## config.mk

```make
export PLATFORM = sky130hd
export DESIGN_NAME = fpmul64_arbiter
export DESIGN_NICKNAME = d
export VERILOG_FILES = /design/src/rtl/fpmul64_arbiter.sv
export SDC_FILE = /design/constraint.sdc
export NUM_CORES = 1
export LEC_CHECK = 0
export ABC_CLOCK_PERIOD_IN_PS = 9300
export CELL_PAD_IN_SITES_DETAIL_PLACEMENT = 1
export CELL_PAD_IN_SITES_GLOBAL_PLACEMENT = 1
export CORE_AREA = 2 2 363 365
export DETAILED_ROUTE_END_ITERATION = 6
export DIE_AREA = 0 0 365 367
export GPL_TIMING_DRIVEN = 0
export PLACE_DENSITY_LB_ADDON = 0.1
export SYNTH_ARGS = -nofsm -noshare
export SYNTH_HDL_FRONTEND = slang
export SYNTH_SLANG_ARGS = --single-unit
```

## constraint.sdc

```tcl
create_clock -name clk -period 9.3 [get_ports clk]
set_input_delay 2.325 -clock clk [delete_from_list [all_inputs] [get_ports clk]]
set_output_delay 2.325 -clock clk [all_outputs]
set_load 0.01 [all_outputs]
```

## src/rtl/fpmul64_arbiter.sv

```systemverilog
// Round-robin front end that shares one pipelined FP64 multiplier among NREQ requesters.
// The requester id and tag travel in a shadow pipe and come back with the FP64X result.
module fpmul64_arbiter #(
  parameter int NREQ = 4,
  parameter int TAGW = 4,
  parameter int LAT  = 15,
  localparam int IDW  = $clog2(NREQ),
  localparam int CNTW = $clog2(LAT + 3)
) (
  input  logic                 clk,
  input  logic                 rst,
  input  logic                 stall,
  input  logic [NREQ-1:0]      req_valid,
  input  logic [NREQ*64-1:0]   req_a,
  input  logic [NREQ*64-1:0]   req_b,
  input  logic [NREQ*TAGW-1:0] req_tag,
  output logic [NREQ-1:0]      req_ready,
  output logic                 mul_ce,
  output logic [63:0]          mul_a,
  output logic [63:0]          mul_b,
  input  logic [117:0]         mul_o,
  input  logic [3:0]           mul_flags,
  output logic                 rsp_valid,
  output logic [IDW-1:0]       rsp_id,
  output logic [TAGW-1:0]      rsp_tag,
  output logic [117:0]         rsp_o,
  output logic [3:0]           rsp_flags,
  output logic                 busy,
  output logic [CNTW-1:0]      inflight
);

  localparam int PW = IDW + 1;

  logic [NREQ-1:0][63:0]   req_a_arr;
  logic [NREQ-1:0][63:0]   req_b_arr;
  logic [NREQ-1:0][TAGW-1:0] req_tag_arr;

  assign req_a_arr   = req_a;
  assign req_b_arr   = req_b;
  assign req_tag_arr = req_tag;

  logic [IDW-1:0]  rr_ptr_q, rr_ptr_d;
  logic [IDW-1:0]  grant_idx;
  logic [IDW-1:0]  cand_idx;
  logic [PW-1:0]   cand;
  logic            grant_found;
  logic            accept;

  logic [63:0]     mul_a_q, mul_a_d;
  logic [63:0]     mul_b_q, mul_b_d;
  logic            issue_valid_q, issue_valid_d;
  logic [IDW-1:0]  issue_id_q, issue_id_d;
  logic [TAGW-1:0] issue_tag_q, issue_tag_d;

  logic [LAT-1:0]  pipe_valid_q, pipe_valid_d;
  logic [IDW-1:0]  pipe_id_q  [LAT];
  logic [IDW-1:0]  pipe_id_d  [LAT];
  logic [TAGW-1:0] pipe_tag_q [LAT];
  logic [TAGW-1:0] pipe_tag_d [LAT];

  logic            rsp_valid_q, rsp_valid_d;
  logic [IDW-1:0]  rsp_id_q, rsp_id_d;
  logic [TAGW-1:0] rsp_tag_q, rsp_tag_d;
  logic [117:0]    rsp_o_q, rsp_o_d;
  logic [3:0]      rsp_flags_q, rsp_flags_d;
  logic [CNTW-1:0] inflight_q, inflight_d;

  // Search upward from rr_ptr with wrap; cand is one bit wider so the wrap test cannot overflow.
  always_comb begin
    grant_found = 1'b0;
    grant_idx   = '0;
    cand        = '0;
    cand_idx    = '0;
    for (int off = 0; off < NREQ; off++) begin
      cand = {1'b0, rr_ptr_q} + PW'(off);
      if (cand >= PW'(NREQ)) begin
        cand = cand - PW'(NREQ);
      end
      cand_idx = cand[IDW-1:0];
      if (!grant_found && req_valid[cand_idx]) begin
        grant_found = 1'b1;
        grant_idx   = cand_idx;
      end
    end
  end

  assign accept = grant_found && !stall && !rst;

  always_comb begin
    req_ready = '0;
    if (accept) begin
      req_ready[grant_idx] = 1'b1;
    end
  end

  always_comb begin
    rr_ptr_d = rr_ptr_q;
    if (accept) begin
      rr_ptr_d = (grant_idx == IDW'(NREQ - 1)) ? '0 : grant_idx + 1'b1;
    end

    mul_a_d       = mul_a_q;
    mul_b_d       = mul_b_q;
    issue_valid_d = issue_valid_q;
    issue_id_d    = issue_id_q;
    issue_tag_d   = issue_tag_q;
    if (!stall) begin
      mul_a_d       = req_a_arr[grant_idx];
      mul_b_d       = req_b_arr[grant_idx];
      issue_valid_d = accept;
      issue_id_d    = grant_idx;
      issue_tag_d   = req_tag_arr[grant_idx];
    end
  end

  // Shadow pipe advances only with mul_ce so entry LAT-1 always matches mul_o.
  always_comb begin
    pipe_valid_d = pipe_valid_q;
    for (int k = 0; k < LAT; k++) begin
      pipe_id_d[k]  = pipe_id_q[k];
      pipe_tag_d[k] = pipe_tag_q[k];
    end
    if (!stall) begin
      pipe_valid_d  = {pipe_valid_q[LAT-2:0], issue_valid_q};
      pipe_id_d[0]  = issue_id_q;
      pipe_tag_d[0] = issue_tag_q;
      for (int k = 1; k < LAT; k++) begin
        pipe_id_d[k]  = pipe_id_q[k-1];
        pipe_tag_d[k] = pipe_tag_q[k-1];
      end
    end
  end

  always_comb begin
    rsp_valid_d = !stall && pipe_valid_q[LAT-1];
    rsp_id_d    = rsp_id_q;
    rsp_tag_d   = rsp_tag_q;
    rsp_o_d     = rsp_o_q;
    rsp_flags_d = rsp_flags_q;
    if (!stall) begin
      rsp_id_d    = pipe_id_q[LAT-1];
      rsp_tag_d   = pipe_tag_q[LAT-1];
      rsp_o_d     = mul_o;
      rsp_flags_d = mul_flags;
    end

    inflight_d = inflight_q;
    if (accept && !rsp_valid_d) begin
      inflight_d = inflight_q + 1'b1;
    end else if (!accept && rsp_valid_d) begin
      inflight_d = inflight_q - 1'b1;
    end
  end

  always_ff @(posedge clk) begin
    if (rst) begin
      rr_ptr_q      <= '0;
      mul_a_q       <= '0;
      mul_b_q       <= '0;
      issue_valid_q <= 1'b0;
      issue_id_q    <= '0;
      issue_tag_q   <= '0;
      pipe_valid_q  <= '0;
      rsp_valid_q   <= 1'b0;
      rsp_id_q      <= '0;
      rsp_tag_q     <= '0;
      rsp_o_q       <= '0;
      rsp_flags_q   <= '0;
      inflight_q    <= '0;
    end else begin
      rr_ptr_q      <= rr_ptr_d;
      mul_a_q       <= mul_a_d;
      mul_b_q       <= mul_b_d;
      issue_valid_q <= issue_valid_d;
      issue_id_q    <= issue_id_d;
      issue_tag_q   <= issue_tag_d;
      pipe_valid_q  <= pipe_valid_d;
      rsp_valid_q   <= rsp_valid_d;
      rsp_id_q      <= rsp_id_d;
      rsp_tag_q     <= rsp_tag_d;
      rsp_o_q       <= rsp_o_d;
      rsp_flags_q   <= rsp_flags_d;
      inflight_q    <= inflight_d;
    end
  end

  // Id/tag payload needs no reset: it is ignored wherever its valid bit is clear.
  always_ff @(posedge clk) begin
    pipe_id_q  <= pipe_id_d;
    pipe_tag_q <= pipe_tag_d;
  end

  assign mul_ce    = !stall;
  assign mul_a     = mul_a_q;
  assign mul_b     = mul_b_q;
  assign rsp_valid = rsp_valid_q;
  assign rsp_id    = rsp_id_q;
  assign rsp_tag   = rsp_tag_q;
  assign rsp_o     = rsp_o_q;
  assign rsp_flags = rsp_flags_q;
  assign inflight  = inflight_q;
  assign busy      = (inflight_q != '0);

endmodule
```

==> summary.txt, run 1 <==
Run status
  • Outcome: completed

Power and ir drop
  • PD cells: 173 nW/um^2
  • Sw frac: 30.1%
  • Switching power: 1.61 mW
  • Part of the power in registers: between 30% and 40%
  • Internal Power: between 3 and 4 mW
  • VDD IR max: 133 uV
  • Clock power share: roughly two fifths
  • LEAKAGE: 11.2 nW
  • Combinational Power Share: around a quarter

Worst hold path
  • HP Class: flop to flop
  • Hold depth: 0

Drt
  • Total Wirelength: between 100 and 150 mm
  • Pre-antenna DRT Iters: 4
  • Vias: about 18000
  • First DRT Iteration DRCs: 660
  • Via/cell ratio: 4.01
  • Residual DRC: 0
  • Post-route ant nets: 0
  • Wire per inst: roughly 26 um

Placed design
  • Inst Count DP: 4385
  • PortBufs: around 900
  • Dpl ws: about 1.2 ns
  • Post-DP HPWL: roughly 95 mm
  • Routability cong.: around 0.8

Floorplanning
  • Initial Utilization: 13.4%
  • DIE AREA: between 100000 and 150000 um^2
  • Cell Rows: approximately 130
  • Die height: between 300 and 400 um
  • Chip width: between 300 and 400 um
  • # IOs: between 900 and 1000
  • Core ar.: roughly 130000 um^2

Critical path
  • Buffers and inverters on the worst path: 5
  • Cell with the largest stage delay on the worst path: clkdlybuf4s50_1
  • Cell mode on critical path: clkdlybuf4s50_1
  • Worst Path Arrival: approximately 5.6 ns
  • Worst Setup End Kind: output port
  • Cell family with most CP delay: buffers and inverters
  • R2R depth: 6
  • Stages on the worst setup path: 10
  • Critical path launch point type: input pin
  • Crit-path max FO: 11
  • Crit Path Class: input pin to output port
  • Reg2reg setup slack: 6.10 ns
  • Crit-path cells: clkdlybuf4s50_1 -> mux2i_1 -> or2_1 -> nand3_2 -> inv_2 -> buf_6 -> buf_2 -> ha_1 -> and2_1 -> clkdlybuf4s50_1
  • CP required: 6.98 ns
  • CP max stage delay: around 0.66 ns

CTS
  • Root Buffer: clkbuf_16
  • Post-CTS sizing: 0
  • CTS tree: built
  • Htree depth: 2
  • Post-CTS setup buffer count: 0
  • Clock Latency Late Sink: 0.66 ns
  • Clk slew on worst S/H paths: around 0.06 ns
  • Clock Sinks: approximately 380
  • CTS Buf Count: 56
  • Hold buffer count at CTS: 0
  • Worst-case clock buffer depth: 3

Logic synthesis
  • Syn nets: ~2400
  • Cells after Synth: approximately 1700
  • Register area share after synthesis: ~48%
  • Register bit total from synthesis: 376
  • Post-synth EDFFs: 90
  • Asr flop ratio synth: 0%
  • Share of Yosys cell area claimed by the top area cell type: around 33%
  • Synth top area cells: dfxtp_1 33%, edfxtp_1 15%, mux2i_1 8.5%, o31a_1 6.5%, nand2_1 5.7%
  • Syn. warnings: 0
  • Mean Syn Cell Area: between 10 and 15 um^2
  • Synthesized area: 17500 um^2
  • Area leader, netlist: dfxtp_1
  • Top FF cell, synth: dfxtp_1
  • Netlist cell types: 43

STA
  • Tcrit/Tclk final: approximately 85%
  • Final Max Slew Viols: 0
  • Max frequency: around 0.13 GHz
  • Final setup fails: 0
  • WHS: ~0.39 ns
  • Setup slack after layout: 1.37 ns
  • Clock Skews: approximately 0.035 ns
  • RSZ-0062 raised after global routing: false
  • Setup TNS: 0 ns
  • Slew margin rel.: between 20% and 30%
  • Final Hold Fails: 0
  • Final worst path period need: ~8 ns
  • Worst Tran Pin Value: around 1.2 ns

Final layout
  • Final core occ: 23.6%
  • Multi-input logic area: just over 8000 um^2
  • Post-route insts no fill: approximately 4500
  • Commonest non-fill, non-tap cell in the layout: clkdlybuf4s50_1
  • Register area: around 8400 um^2
  • Area growth from synthesis to layout: 76.6%
  • Commonest non-fill, non-tap cells in the layout: 922 x clkdlybuf4s50_1, 286 x dfxtp_1, 267 x nand2_1, 156 x nor2_1, 149 x mux2i_1
  • Layout cells sized above 1: under 10%
  • Fin nets: 3354
  • Fillers: between 10000 and 15000

Global route
  • Gr usage total: around 17%
  • Global-route wire length before repair: 160 mm
  • Pin count of the biggest net entering global routing: 66
  • Total grt overflow: 0
  • Vias in the first global route: 19900
  • Initial antenna violation count: 58

Flow run
  • Max-Cap Viols: 0
==> worst register-to-register path, cell delays in order (launching register included) <==
cell	delay (ns)
dfxtp_1	0.43
nand2b_1	0.15
a21oi_1	0.13
nor3_2	0.71
buf_2	0.51
clkbuf_1	0.86
a311oi_1	0.21
==> path summary, 6_finish.rpt <==
path,from,end
setup / recovery,req_valid[2],req_ready[3]
hold / removal,pipe_tag_q[35],pipe_tag_q[31]
setup reg to reg,rr_ptr_q[0],mul_b[43]
hold reg to reg,pipe_tag_q[35],pipe_tag_q[31]
==> synth_stat cells, types with 4 or more instances <==
| cell | n |
|---|---|
| dfxtp_1 | 286 |
| nand2_1 | 267 |
| nor2_1 | 156 |
| mux2i_1 | 149 |
| o21bai_1 | 129 |
| o31a_1 | 129 |
| a311oi_1 | 91 |
| edfxtp_1 | 90 |
| a211oi_1 | 88 |
| clkbuf_1 | 76 |
| buf_2 | 74 |
| a211oi_2 | 41 |
| a311oi_2 | 39 |
| buf_1 | 14 |
| a21oi_1 | 10 |
| buf_4 | 10 |
| ha_1 | 8 |
| and2_1 | 4 |
==> power groups by stage <==
stage | clock, mW | sequential (mW) | combinational, mW
global placement | 0 | 1.90 | 1.34
global route | 2.34 | 1.88 | 1.42
CTS | 2.28 | 1.87 | 1.35
floorplan | 0 | 1.93 | 0.494
finish | 2.17 | 1.87 | 1.32
detailed placement | 0 | 1.90 | 1.35
==> flip-flops by register name (all words and copies together) (netlist names) <==
| register | flops |
|---|---|
| inflight | 5 |
| mul_a | 64 |
| pipe_tag_q | 60 |
| issue_id_q | 2 |
| rsp_o | 118 |
| rsp_tag | 4 |
| rsp_id | 2 |
| mul_b | 64 |
| rr_ptr_q | 2 |
| pipe_id_q | 30 |
| rsp_flags | 4 |
| issue_tag_q | 4 |
| issue_valid_q | 1 |
| rsp_valid | 1 |
| pipe_valid_q | 15 |
==> metrics by stage <==
step | instance area (um^2) | power, mW
finish | 30800 | 5.35
global route | 30800 | 5.64
CTS | 30800 | 5.50
detailed placement | 28900 | 3.25
global placement | 28900 | 3.24
floorplan | 17500 | 2.43
==> logic make-up after synthesis <==
logic type | synth area share [%]
xor gates and xnor gates | 0.201
and+or+nand+nor | 9.88
adders and majority gates | 0.688
muxes | 8.54
buffers and inverters | 4.79
DFF | 48.3
AOI/OAI and AO/OA | 27.7
==> per-layer routing <==
layer / share of wire, % / routed length, um / GRT usage, %
met2: 49 / 57600 / 29.1
met4: 2.6 / 3030 / 5.80
met5: 0.26 / 311 / 0
met1: 40 / 47000 / 19.2
met3: 8.8 / 10500 / 6.57
==> cell type report <==
class,instances,share of cell area (%)
Clock inverter,13,0.576
Clock buffer,88,5.39
Tap cell,1755,7.12
Timing Repair Buffer,923,30.0
Multi-Input combinational cell,1149,26.6
Buffer,177,2.66
Inverter,5,0.0608
Sequential cell,376,27.3
Antenna cell,33,0.268
Power figures use the tool's default switching activity.
==> run 2: changes to the inputs <==
--- a/config.mk
+++ b/config.mk
@@ -9,9 +9,9 @@
 export CELL_PAD_IN_SITES_DETAIL_PLACEMENT = 1
 export CELL_PAD_IN_SITES_GLOBAL_PLACEMENT = 1
 export CORE_AREA = 2 2 363 365
+export CTS_CLUSTER_SIZE = 12
 export DETAILED_ROUTE_END_ITERATION = 6
 export DIE_AREA = 0 0 365 367
-export GPL_TIMING_DRIVEN = 0
 export PLACE_DENSITY_LB_ADDON = 0.1
 export SYNTH_ARGS = -nofsm -noshare
 export SYNTH_HDL_FRONTEND = slang
==> summary.txt, run 2 (synthesized netlist as in run 1, its figures left out) <==
CTS
  • CTS Buf Count: 55 (-1.8%)
  • Hold buffer count at CTS: 0 (unchanged)
  • Clock Sinks: 376 (unchanged)
  • CTS tree: built
  • Worst-case clock buffer depth: 3 (unchanged)
  • Clock Latency Late Sink: 0.64 ns (-0.02 ns)
  • Post-CTS setup buffer count: 0 (unchanged)
  • Clk slew on worst S/H paths: 0.06 ns (about the same)
  • Post-CTS sizing: 0 (unchanged)
  • Htree depth: 2 (unchanged)
  • Root Buffer: clkbuf_16

Global route
  • Total grt overflow: 0 (unchanged)
  • Global-route wire length before repair: 149 mm (-7.1%)
  • Pin count of the biggest net entering global routing: 133 (+100%)
  • Vias in the first global route: 18700 (-6.0%)
  • Gr usage total: 15.5% (-1.5 points)
  • Initial antenna violation count: 55 (-5.2%)

STA
  • Worst Tran Pin Value: 1.18 ns (-0.00270 ns)
  • Clock Skews: 0.0125 ns (-0.0224 ns)
  • Setup slack after layout: 1.54 ns (+0.177 ns)
  • Final Max Slew Viols: 0 (unchanged)
  • Slew margin rel.: 21.3% (+0.18 points)
  • Final Hold Fails: 0 (unchanged)
  • Setup TNS: 0 ns (unchanged)
  • Max frequency: 0.129 GHz (+2.3%)
  • Tcrit/Tclk final: 83.4% (-1.9 points)
  • RSZ-0062 raised after global routing: false
  • Final worst path period need: 7.76 ns (-0.177 ns)
  • Final setup fails: 0 (unchanged)

Critical path
  • Worst R2R Start: rr_ptr_q[1]
  • Critical path launch point type: input pin
  • Critical path launch point: req_valid[2]
  • Worst Path Arrival: 5.43 ns (-0.18 ns)
  • CP required: 6.98 ns (about the same)
  • R2r endpoint: mul_b[48]
  • Reg2reg setup slack: 5.07 ns (-1.03 ns)
  • Crit-path max FO: 70 (+59)
  • Crit Path Class: input pin to output port
  • R2R depth: 8 (+2)
  • Worst Setup End Kind: output port
  • Crit path to: req_ready[3]

Power and ir drop
  • LEAKAGE: 10.8 nW (-3.4%)
  • Power Total: 5.19 mW (-3.0%)
  • PD cells: 172 nW/um^2 (-0.97%)
  • VDD IR max: 127 uV (-4.8%)

Worst hold path
  • Hold Startpoint: pipe_tag_q[38]
  • HP Class: flop to flop

Run status
  • Outcome: completed

Final layout
  • Area growth from synthesis to layout: 73.0%
  • Fin nets: 3199 (-4.6%)
  • Commonest non-fill, non-tap cells in the layout: 922 x clkdlybuf4s50_1, 286 x dfxtp_1, 267 x nand2_1, 156 x nor2_1, 149 x mux2i_1
  • Commonest non-fill, non-tap cell in the layout: clkdlybuf4s50_1
  • Layout cells sized above 1: 7.37% (-2.1 points)
  • Number of flip-flops in the largest register: 118 (unchanged)

Drt
  • Via/cell ratio: 4.00 (-0.27%)
  • Pre-antenna DRT Iters: 4 (unchanged)
  • Vias: 17500 (-3.7%)
  • Post-route ant nets: 0 (unchanged)
  • Residual DRC: 0 (unchanged)
  • Total Wirelength: 108 mm (-8.5%)
  • Wire per inst: 24.8 um (-5.3%)
  • First DRT Iteration DRCs: 575 (-13%)

Flow run
  • Max-Cap Viols: 0 (unchanged)

Floorplanning
  • Initial Utilization: 13.4% (unchanged)
  • # IOs: 925 (unchanged)
  • DIE AREA: 134000 um^2 (unchanged)
  • Die height: 367 um (unchanged)
  • Cell Rows: 133 (unchanged)
  • Chip width: 365 um (unchanged)
  • Core ar.: 130000 um^2 (unchanged)

Placed design
  • PortBufs: 924 (+0.22%)
  • Post-DP HPWL: 77.1 mm (-19%)
  • Dpl ws: 1.48 ns (+0.306 ns)
  • Routability cong.: 0.791 (-3.6%)
run 2: cell type report:
| class | count | area (um^2) |
|---|---|---|
| clock inverters | 20 | 154 |
| well taps | 1755 | 2200 |
| fillers | 14900 | 100000 |
| diodes | 30 | 75.1 |
| inverters | 5 | 33.8 |
| multi-input cells | 1149 | 8240 |
| clock buffers | 83 | 1620 |
| flip-flops and latches | 376 | 8430 |
| repair buffers | 946 | 9470 |
run 2: stage by stage:
| stage | std cells | utilization, % | instance area, um^2 | hold slack, ns |
|---|---|---|---|---|
| after floorplan | 1707 | - | 17500 | 0.400 |
| after global placement | 4231 | 21.7 | 28400 | 0.402 |
| after detailed placement | 4231 | 21.7 | 28400 | 0.406 |
| after CTS | 4334 | 23.1 | 30100 | 0.405 |
| after global routing | 4355 | 23.1 | 30200 | 0.411 |
| final | 4364 | 23.2 | 30200 | 0.406 |
run 2: critical path, stage by stage:
cell and delay, ns:
clkdlybuf4s50_1 0.52, mux2i_1 0.32, or2_1 0.25, nand3_4 0.35, inv_8 0.47, ha_1 0.26
and2_1 0.22, clkdlybuf4s50_1 0.62
run 2: worst min path at each step:
stage          slack [ns]        endpoint  cells after the start
2_1_floorplan        0.40    pipe_id_q[0]                      0
3_3_place_gp         0.40  pipe_tag_q[50]                      0
3_5_place_dp         0.41  pipe_tag_q[18]                      0
4_1_cts              0.41  pipe_tag_q[34]                      0
5_1_grt              0.41  pipe_tag_q[34]                      0
6_report             0.41  pipe_tag_q[34]                      0
run 2: metal layers:
metal | GRT usage (%) | wire length (um) | up-vias
met5 | 0 | 225 | -
met4 | 5.26 | 2900 | 38
met3 | 6.46 | 10500 | 167
met2 | 26.4 | 52400 | 670
met1 | 17.2 | 42300 | 8493
li1 | - | - | 8082
run 2: where the power goes:
part           leakage [nW]  switching (mW)  internal [mW]
Combinational          6.70           0.625          0.610
Sequential             3.25          0.0640           1.80
Clock                 0.867           0.866           1.22
Total                  10.8            1.55           3.64
